**src/rtl/morse_pkg.sv**
```systemverilog
// Shared types, constants and the pattern-to-letter table for the Morse decoder.
package morse_pkg;

    // Decoder FSM states; busy is simply state != IDLE.
    typedef enum logic [2:0] {
        IDLE  = 3'd0,
        PRESS = 3'd1,
        GAP   = 3'd2,
        EMIT  = 3'd3,
        ERR   = 3'd4
    } state_t;

    // The segment encoder blanks every segment for this code.
    localparam logic [4:0] LETTER_BLANK = 5'd31;

    // Maps a collected pattern to {valid, letter index}. Symbols are packed
    // MSB-first in the low len bits of bits, dot = 0 and dash = 1.
    function automatic logic [5:0] morse_lut(input logic [2:0] len, input logic [3:0] bits);
        logic [5:0] r;
        r = {1'b0, LETTER_BLANK};
        case (len)
            3'd1: r = bits[0] ? {1'b1, 5'd19} : {1'b1, 5'd4};
            3'd2: begin
                case (bits[1:0])
                    2'b00:   r = {1'b1, 5'd8};
                    2'b01:   r = {1'b1, 5'd0};
                    2'b10:   r = {1'b1, 5'd13};
                    default: r = {1'b1, 5'd12};
                endcase
            end
            3'd3: begin
                case (bits[2:0])
                    3'b000:  r = {1'b1, 5'd18};
                    3'b001:  r = {1'b1, 5'd20};
                    3'b010:  r = {1'b1, 5'd17};
                    3'b011:  r = {1'b1, 5'd22};
                    3'b100:  r = {1'b1, 5'd3};
                    3'b101:  r = {1'b1, 5'd10};
                    3'b110:  r = {1'b1, 5'd6};
                    default: r = {1'b1, 5'd14};
                endcase
            end
            3'd4: begin
                case (bits)
                    4'b0000: r = {1'b1, 5'd7};
                    4'b0001: r = {1'b1, 5'd21};
                    4'b0010: r = {1'b1, 5'd5};
                    4'b0100: r = {1'b1, 5'd11};
                    4'b0110: r = {1'b1, 5'd15};
                    4'b0111: r = {1'b1, 5'd9};
                    4'b1000: r = {1'b1, 5'd1};
                    4'b1001: r = {1'b1, 5'd23};
                    4'b1010: r = {1'b1, 5'd2};
                    4'b1011: r = {1'b1, 5'd24};
                    4'b1100: r = {1'b1, 5'd25};
                    4'b1101: r = {1'b1, 5'd16};
                    default: r = {1'b0, LETTER_BLANK};
                endcase
            end
            default: r = {1'b0, LETTER_BLANK};
        endcase
        return r;
    endfunction

endpackage

```
**src/rtl/morse_tick_gen.sv**
```systemverilog
// Free-running prescaler: one-cycle tick every TICK_DIV clocks.
module morse_tick_gen #(
    parameter int TICK_DIV = 100000
) (
    input  logic clk,
    input  logic rst_n,
    output logic tick
);

    localparam int CW = (TICK_DIV > 1) ? $clog2(TICK_DIV) : 1;
    localparam logic [CW-1:0] LAST = CW'(TICK_DIV - 1);

    logic [CW-1:0] cnt;

    // Count 0..TICK_DIV-1 and wrap; never stops.
    always_ff @(posedge clk or negedge rst_n) begin
        if (!rst_n) begin
            cnt <= '0;
        end else if (cnt == LAST) begin
            cnt <= '0;
        end else begin
            cnt <= cnt + 1'b1;
        end
    end

    assign tick = (cnt == LAST);

endmodule

```
**src/rtl/morse_decoder.sv**
```systemverilog
// Single-key Morse decoder: times presses and gaps in ticks, collects up to
// four dots/dashes and emits the letter index after a letter gap.
// letter_valid and err are single-cycle pulses; letter holds its value between
// updates and can be read at any time.
module morse_decoder
    import morse_pkg::*;
#(
    parameter int TICK_DIV  = 100000,
    parameter int MIN_TICKS = 10,
    parameter int DOT_MAX   = 200,
    parameter int GAP_TICKS = 600
) (
    input  logic       clk,
    input  logic       rst_n,
    input  logic       key,
    output logic [4:0] letter,
    output logic       letter_valid,
    output logic       err,
    output logic       busy
);

    localparam int DW = $clog2(GAP_TICKS + 1);
    localparam logic [DW-1:0] DUR_MAX = '1;
    localparam logic [DW-1:0] GAP_T   = DW'(GAP_TICKS);
    localparam logic [DW-1:0] MIN_T   = DW'(MIN_TICKS);
    localparam logic [DW-1:0] DOT_T   = DW'(DOT_MAX);

    state_t        state;
    logic          key_m;
    logic          key_s;
    logic          key_d;
    logic          rise;
    logic          fall;
    logic          tick;
    logic [DW-1:0] dur;
    logic [3:0]    sym_bits;
    logic [2:0]    sym_len;
    logic [5:0]    lut_out;

    morse_tick_gen #(
        .TICK_DIV(TICK_DIV)
    ) u_tick (
        .clk  (clk),
        .rst_n(rst_n),
        .tick (tick)
    );

    // Bring the raw key into the clock domain and keep a delayed copy for edges.
    always_ff @(posedge clk or negedge rst_n) begin
        if (!rst_n) begin
            key_m <= 1'b0;
            key_s <= 1'b0;
            key_d <= 1'b0;
        end else begin
            key_m <= key;
            key_s <= key_m;
            key_d <= key_s;
        end
    end

    assign rise    = key_s & ~key_d;
    assign fall    = ~key_s & key_d;
    assign lut_out = morse_lut(sym_len, sym_bits);
    assign busy    = (state != IDLE);

    // Main FSM: duration counter, symbol store and registered outputs.
    always_ff @(posedge clk or negedge rst_n) begin
        if (!rst_n) begin
            state        <= IDLE;
            dur          <= '0;
            sym_bits     <= '0;
            sym_len      <= '0;
            letter       <= LETTER_BLANK;
            letter_valid <= 1'b0;
            err          <= 1'b0;
        end else begin
            letter_valid <= 1'b0;
            err          <= 1'b0;
            // Saturating tick count; every state entry below overrides it with 0.
            if (tick && (dur != DUR_MAX)) begin
                dur <= dur + 1'b1;
            end
            case (state)
                IDLE: begin
                    if (rise) begin
                        state <= PRESS;
                        dur   <= '0;
                    end
                end
                PRESS: begin
                    if (fall) begin
                        dur <= '0;
                        if (dur < MIN_T) begin
                            state <= (sym_len != 3'd0) ? GAP : IDLE;
                        end else if (sym_len == 3'd4) begin
                            state <= ERR;
                            err   <= 1'b1;
                        end else begin
                            sym_bits <= {sym_bits[2:0], (dur >= DOT_T)};
                            sym_len  <= sym_len + 3'd1;
                            state    <= GAP;
                        end
                    end
                end
                GAP: begin
                    // Gap expiry takes priority; EMIT then picks up a held key.
                    if (dur == GAP_T) begin
                        state <= EMIT;
                        dur   <= '0;
                    end else if (rise) begin
                        state <= PRESS;
                        dur   <= '0;
                    end
                end
                EMIT: begin
                    if (lut_out[5]) begin
                        letter       <= lut_out[4:0];
                        letter_valid <= 1'b1;
                    end else begin
                        err <= 1'b1;
                    end
                    sym_bits <= '0;
                    sym_len  <= '0;
                    dur      <= '0;
                    state    <= key_s ? PRESS : IDLE;
                end
                ERR: begin
                    // Only a continuous low of GAP_TICKS releases the error state.
                    if (key_s) begin
                        dur <= '0;
                    end else if (dur == GAP_T) begin
                        state    <= IDLE;
                        dur      <= '0;
                        sym_bits <= '0;
                        sym_len  <= '0;
                    end
                end
                default: begin
                    state <= IDLE;
                    dur   <= '0;
                end
            endcase
        end
    end

endmodule

```
**config.mk**
```make
export PLATFORM = sky130hd
export DESIGN_NAME = morse_decoder
export DESIGN_NICKNAME = d
export VERILOG_FILES = /design/src/rtl/morse_pkg.sv /design/src/rtl/morse_tick_gen.sv /design/src/rtl/morse_decoder.sv
export SDC_FILE = /design/constraint.sdc
export NUM_CORES = 1
export LEC_CHECK = 0
export ABC_CLOCK_PERIOD_IN_PS = 1910
export CORE_AREA = 2 2 75 77
export CTS_CLUSTER_SIZE = 20
export DETAILED_ROUTE_END_ITERATION = 10
export DIE_AREA = 0 0 77 79
export PLACE_DENSITY = 0.73
export SYNTH_ARGS = -nofsm -noshare
export SYNTH_HDL_FRONTEND = slang
export SYNTH_SLANG_ARGS = --single-unit
```
**constraint.sdc**
```tcl
create_clock -name clk -period 1.91 [get_ports clk]
set_input_delay 0.382 -clock clk [delete_from_list [all_inputs] [get_ports clk]]
set_output_delay 0.382 -clock clk [all_outputs]
set_load 0.1 [all_outputs]
```
# Yosys cells after proc, flatten, opt, wreduce, memory -nomap -nowiden
# Memory sizes are Yosys's and may differ from the RTL's.
# Index checks and enable logic that the tools add are counted.
# W data, S select, Z words.
[word_totals] register_bits=47 rom_bits=96 inputBits=3 out_inout_bits=8 elab_cells=94 n_memories=1
[classes] n_addsub=3 order_cmp=2 eq_ne=24 muxes=39 n_bitwise=4 n_reduce_logical=10
[mem_list] memory="(name not given)" depth=16 width=6 rd=1 rd_ports_with_merged_regs=0 write_ports=0 line="morse_pkg.sv:44" source="case (bits)"
[ops] operator="$mux W10" count=6
[ops] operator="$pmux W10 S4" count=1
[ops] operator="$pmux W5 S7" count=1
[ops] operator="$mux W3" count=10
[ops] operator="$pmux W4 S3" count=2
[ops] operator="$pmux W6 S4" count=1
[ops] operator="$mux W4" count=5
[ops] operator="$eq A3 B2 Y1 const B" count=6
[ops] operator="$add A17 B1 Y17 const B" count=1
[ops] operator="$eq A17 B17 Y1 const B" count=1
[ops] operator="$mux W17" count=1
[ops] operator="$eq A3 B3 Y1 const B" count=5
[ops] operator="$pmux W3 S5" count=1
[ops] operator="$add A10 B1 Y10 const B" count=1
[ops] operator="$eq A10 B10 Y1 const B" count=1
[ops] operator="$ge A10 B8 Y1 const B" count=1
[ops] operator="$lt A10 B4 Y1 const B" count=1
[ops] operator="$ne A10 B10 Y1 const B" count=1
[ops] operator="$ne A2 B2 Y1 const B" count=5
[ops] operator="$eq A3 B1 Y1 const B" count=3
[ops] operator="$pmux W3 S3" count=1
[ops] operator="$reduce_bool A3 Y1" count=3
[ops] operator="$mux W1" count=7
[ops] operator="$logic_not A3 Y1" count=2
[ops] operator="other kinds (13)" count=15

# Depth between registers and ports, before layout
# Gate-level depths: netlist (run 1).
[logic_depth] ltp_word=6 depth_mapped=8 depth_no_buf=7

# By module
# Synthesis (run 1) repeated with hierarchy kept, for this count alone.
[hier_totals] cells_unflattened=292 area_unflattened_um2=2793.9
[modules_own_cells] mod="morse_decoder" n_inst=1 cells_per_inst=218 area_per_inst_um2=2000.7 seq_area_each_um2=757.0
[modules_own_cells] mod="morse_tick_gen" n_inst=1 cells_per_inst=74 area_per_inst_um2=793.3 seq_area_each_um2=425.4

# Worst setup path before layout (run 1)
# Ideal clock, no wire load.
[synth_timing] path_type="register to register" startpoint="reg state[0]" endpoint="reg dur[1]" setup_time_ns=0.080 t_arrival_ns=2.099 t_required_ns=1.830 path_slack_ns=-0.268 stages_incl_launch_ff=7 n_path_buf=1 synth_period_minus_slack_ns=2.178 cell_sequence="dfrtp_1 clkbuf_1 or3_1 a21o_1 a211oi_1 a31oi_2 a21oi_1"
[synth_via] elab_chain_len=2 word_cells_on_any_way=5 cone_classes="eq/ne (3); mux (1); reduce/logical (1)"
[synth_lines] item="start: declaration" line="morse_decoder.sv:28" source="state_t state;"
[synth_lines] item="start signal: assignment" line="morse_decoder.sv:94" source="state <= (sym_len != 3'd0) ? GAP : IDLE;"
[synth_lines] item="start signal: assignment" line="morse_decoder.sv:125" source="state <= key_s ? PRESS : IDLE;"
[synth_lines] item="$eq A3 B3 Y1 (tied with other cells)" line="morse_decoder.sv:83" source="case (state)"
[synth_lines] item="$pmux W10 S4 (*)" line="morse_decoder.sv:83"
[synth_lines] item="end signal: assignment" line="morse_decoder.sv:81" source="dur <= dur + 1'b1;"
[synth_lines] item="end: declaration" line="morse_decoder.sv:35" source="logic [DW-1:0] dur;"
# Mark *: on every way between the ends. The rest lies on a longest branch, timed or not.
# A chain may end at the register's enable or synchronous reset.

# Worst setup path after layout (run 1)
[layout_timing] startpoint="reg dur[1]" endpoint="reg dur[8]"
[layout_via] elab_chain_len=6 word_cells_on_any_way=11 cone_classes="add/sub (1); eq/ne (2); mux (7); reduce/logical (1)"
[layout_lines] item="parallel branches: the longest is 5 deep, another holds $add A10 B1 Y10"
[layout_lines] item="$pmux W10 S4 (*)" line="morse_decoder.sv:83"
# Every way passes the cells marked *.

==> qor.yml, run 1 <==
track_usage_pct: 20.1
cellLeakagePower_nw: 1.48
crit_fanout: 4
ioPinCount: 11
reg2reg_depth: 8
cp-start-kind: "register"
vdd_drop_max_uv: 549
preCtsSetupSlack_ns: 0.0209
place_hpwl_mm: 4.15
syn_to_final_growth_pct: 23.6
internal_power_mw: 1.30
fin_area_mm2: 0.00343
portBuffers: 10
synth_most_common_cell: "dfrtp_1"
grt_pass1_vias: 2242
final_nets: 361
yosys-top-cells-area: "dfrtp_1, ha_1, dfstp_2, nor2_1, mux2i_1"
synth_edf_count: 0
worstMarginPinSlew_ns: 0.502
grt_pass1_wl_mm: 9.96
multi_input_area_mm2: 0.00152
grt_start_max_net_pins: 48
clk_path_buf_depth: 2
path_clk_slew_ns: 0.09
initial_core_util_pct: 52.0
yosys.area.top_type: "dfrtp_1"
die-area_mm2: 0.00608
min_period_ns: 1.89
grtUsageMet1_pct: 25.4
ctsHoldBuffers: 0
hp-class: "input pin to asynchronous set/reset pin"
synth_top_area_share_pct: 37.9
fill_cells: 466
clk_latency_ns: 0.30
setup_violations: 0
p_sw_mw: 0.389
fp.dieW_um: 77
pwr-share-clk_pct: 33.9
yosys_warnings: 0
diodes: 0
cellPowerDensity_mw_per_mm2: 492
ys.flop_type: "dfrtp_1"
swShare_pct: 23.1
crit_type: "register to register"
seq_power_share_pct: 59.5
ys_top_cells_by_count: "dfrtp_1, nor2_1, nand2_1"
cp.required_ns: 2.13
synth.distinct_cells: 51
cts_buffers: 5
maxCapViolCount: 0
first_iter_violations: 116
vias_per_cell: 5.71
cts_tree: "done"
netlist_area_mm2: 0.00277
period_share_pct: 98.9
syn-num-nets: 311
cts-root-buf: "clkbuf_8"
finalNonFillerCells: 418
grt_util_met2_pct: 34.0
vias: 2385
async_reset_ff_share_pct: 100
avgSynthCellArea_um2: 9.40
post-place-cells: 404
maxSlewViolCount: 0
postPlaceCellArea_mm2: 0.00327
cts_max_level: 2
combPwrFrac_pct: 6.6
netlist_instances: 295
seqCellArea_mm2: 0.00118
cts.sinks: 47
yosysSeqAreaShare_pct: 42.6
antenna_found_initial: 0
setup_slack_ns: 0.0211
synth_seq_cells: 47
die_h_um: 79
gr-usage-met3_pct: 3.75
critPathCaptureType: "register"
utilization_pct: 64.2
drt_wl_total_mm: 5.85
wire_per_inst_um: 14.0
core_region_area_mm2: 0.00534
drive_gt1_share_pct: 23.1
fin_tns_setup_ns: 0
timing.fmax_ghz: 0.529
finalHoldViolCount: 0
drc: 0
fin_skew_ns: 0.00915
routabilityCongestion: 0.842
status: "finished, final reports clean"
top_usage_layer: "met2"
slew-limit-headroom_pct: 66.6
grt_overflow: 0
antenna_left: 0
crit_arrival_ns: 2.11
dr.pass1.iters: 5
rows: 27
rsz0062_at_grt: "yes"
## power by group through the flow
stage,clock network (mW),logic (mW),registers [mW]
2_1_floorplan,0,0.0539,1.02
3_3_place_gp,0,0.108,1.02
3_5_place_dp,0,0.109,1.02
4_1_cts,0.595,0.110,1.00
5_1_grt,0.632,0.122,1.01
6_report,0.572,0.111,1.00
## critical path, stage by stage, from the launching register on
cell and delay, ns:
dfrtp_1 0.40, buf_4 0.13, ha_1 0.19, inv_1 0.08, a2111oi_0 0.43, buf_4 0.20
nand4_1 0.12, xor2_1 0.17, nor2_1 0.10
## per-layer routing
| layer | wire length (um) | up-vias |
|---|---|---|
| li1 | - | 1150 |
| met1 | 2560 | 1167 |
| met2 | 2930 | 55 |
| met3 | 201 | 13 |
| met4 | 153 | 0 |
| met5 | 0 | - |
## final timing paths
kind / end / slack (ns) / startpoint
setup / recovery: dur[8]$_DFF_PN0_ / 0.02 / dur[1]$_DFF_PN0_
hold / removal: u_tick.cnt[15]$_DFF_PN0_ / 0.05 / rst_n
setup reg to reg: dur[8]$_DFF_PN0_ / 0.02 / dur[1]$_DFF_PN0_
hold reg to reg: key_s$_DFF_PN0_ / 0.36 / key_m$_DFF_PN0_
max in group asynchronous: letter[4]$_DFFE_PN1P_ / 1.57 / rst_n
min in group clk: key_s$_DFF_PN0_ / 0.36 / key_m$_DFF_PN0_
## cell families after synthesis
logic type	after synthesis	synth area share [%]
fa+ha+maj	13	5.86
flops	47	42.6
mux	10	3.61
xor+xnor	22	6.95
compound gates	54	12.8
buf+inv	27	3.92
simple gates	122	24.2
## through the flow
stage	total power, mW	hold slack (ns)
2_1_floorplan	1.08	0.0864
3_3_place_gp	1.13	0.334
3_5_place_dp	1.13	0.347
4_1_cts	1.71	0.0655
5_1_grt	1.76	0.0609
6_report	1.69	0.0475
## cell type report
type / count / area share (%)
clock inverter: 1 / 0.146
inverter: 19 / 2.08
clock buffer: 7 / 2.23
multi-input combinational: 221 / 44.2
tap: 72 / 2.63
timing repair buffer: 51 / 14.2
sequential: 47 / 34.5
## layout by cell type, fill, tap and decap left out, types with 2 or more instances in the layout
cell,n
xnor2_1,10
ha_1,13
a211oi_1,3
buf_12,8
buf_4,38
nand4_1,8
nor4_4,2
o22ai_1,2
buf_6,2
nor3_1,10
nand2_2,2
and3_1,2
nor2_1,29
inv_1,18
nand2b_1,5
o21ai_0,11
nand3b_1,2
a21oi_1,19
a31oi_1,2
or3_4,2
buf_2,2
and4_1,2
a211oi_2,2
clkbuf_8,5
nand3_1,15
clkbuf_1,2
or3_1,4
nor4_1,3
xor2_1,11
dfrtp_1,42
mux2i_1,10
nand2_1,23
dfstp_2,5
nor2b_1,3
and3_2,2
## sequential cells by signal, summed over array words and instances, names as in the netlist
register,count
dur,10
err,1
key_d,1
key_m,1
key_s,1
letter,5
letter_valid,1
state,3
sym_bits,4
sym_len,3
u_tick.cnt,17
## repair_timing
action | in CTS | in global routing
cloned | 0 | 1
endpoints found under the hold margin | 0 | 0
setup endpoints to repair | 1 | 18
setup buffers | 0 | 5
pin swaps | 0 | 5
resized for setup | 1 | 7
(Power assumes the default switching activity.)
==> run 2, diff against run 1 <==
Settings changed: HOLD_SLACK_MARGIN from default to 0.06.
==> results of run 2 <==
Final layout, timing and power as in run 1 (identical DEF).
==> run 3, diff against run 2 <==
Settings changed: CTS_CLUSTER_DIAMETER from default to 60.
==> results of run 3 <==
Final layout, timing and power as in run 1 (identical DEF).
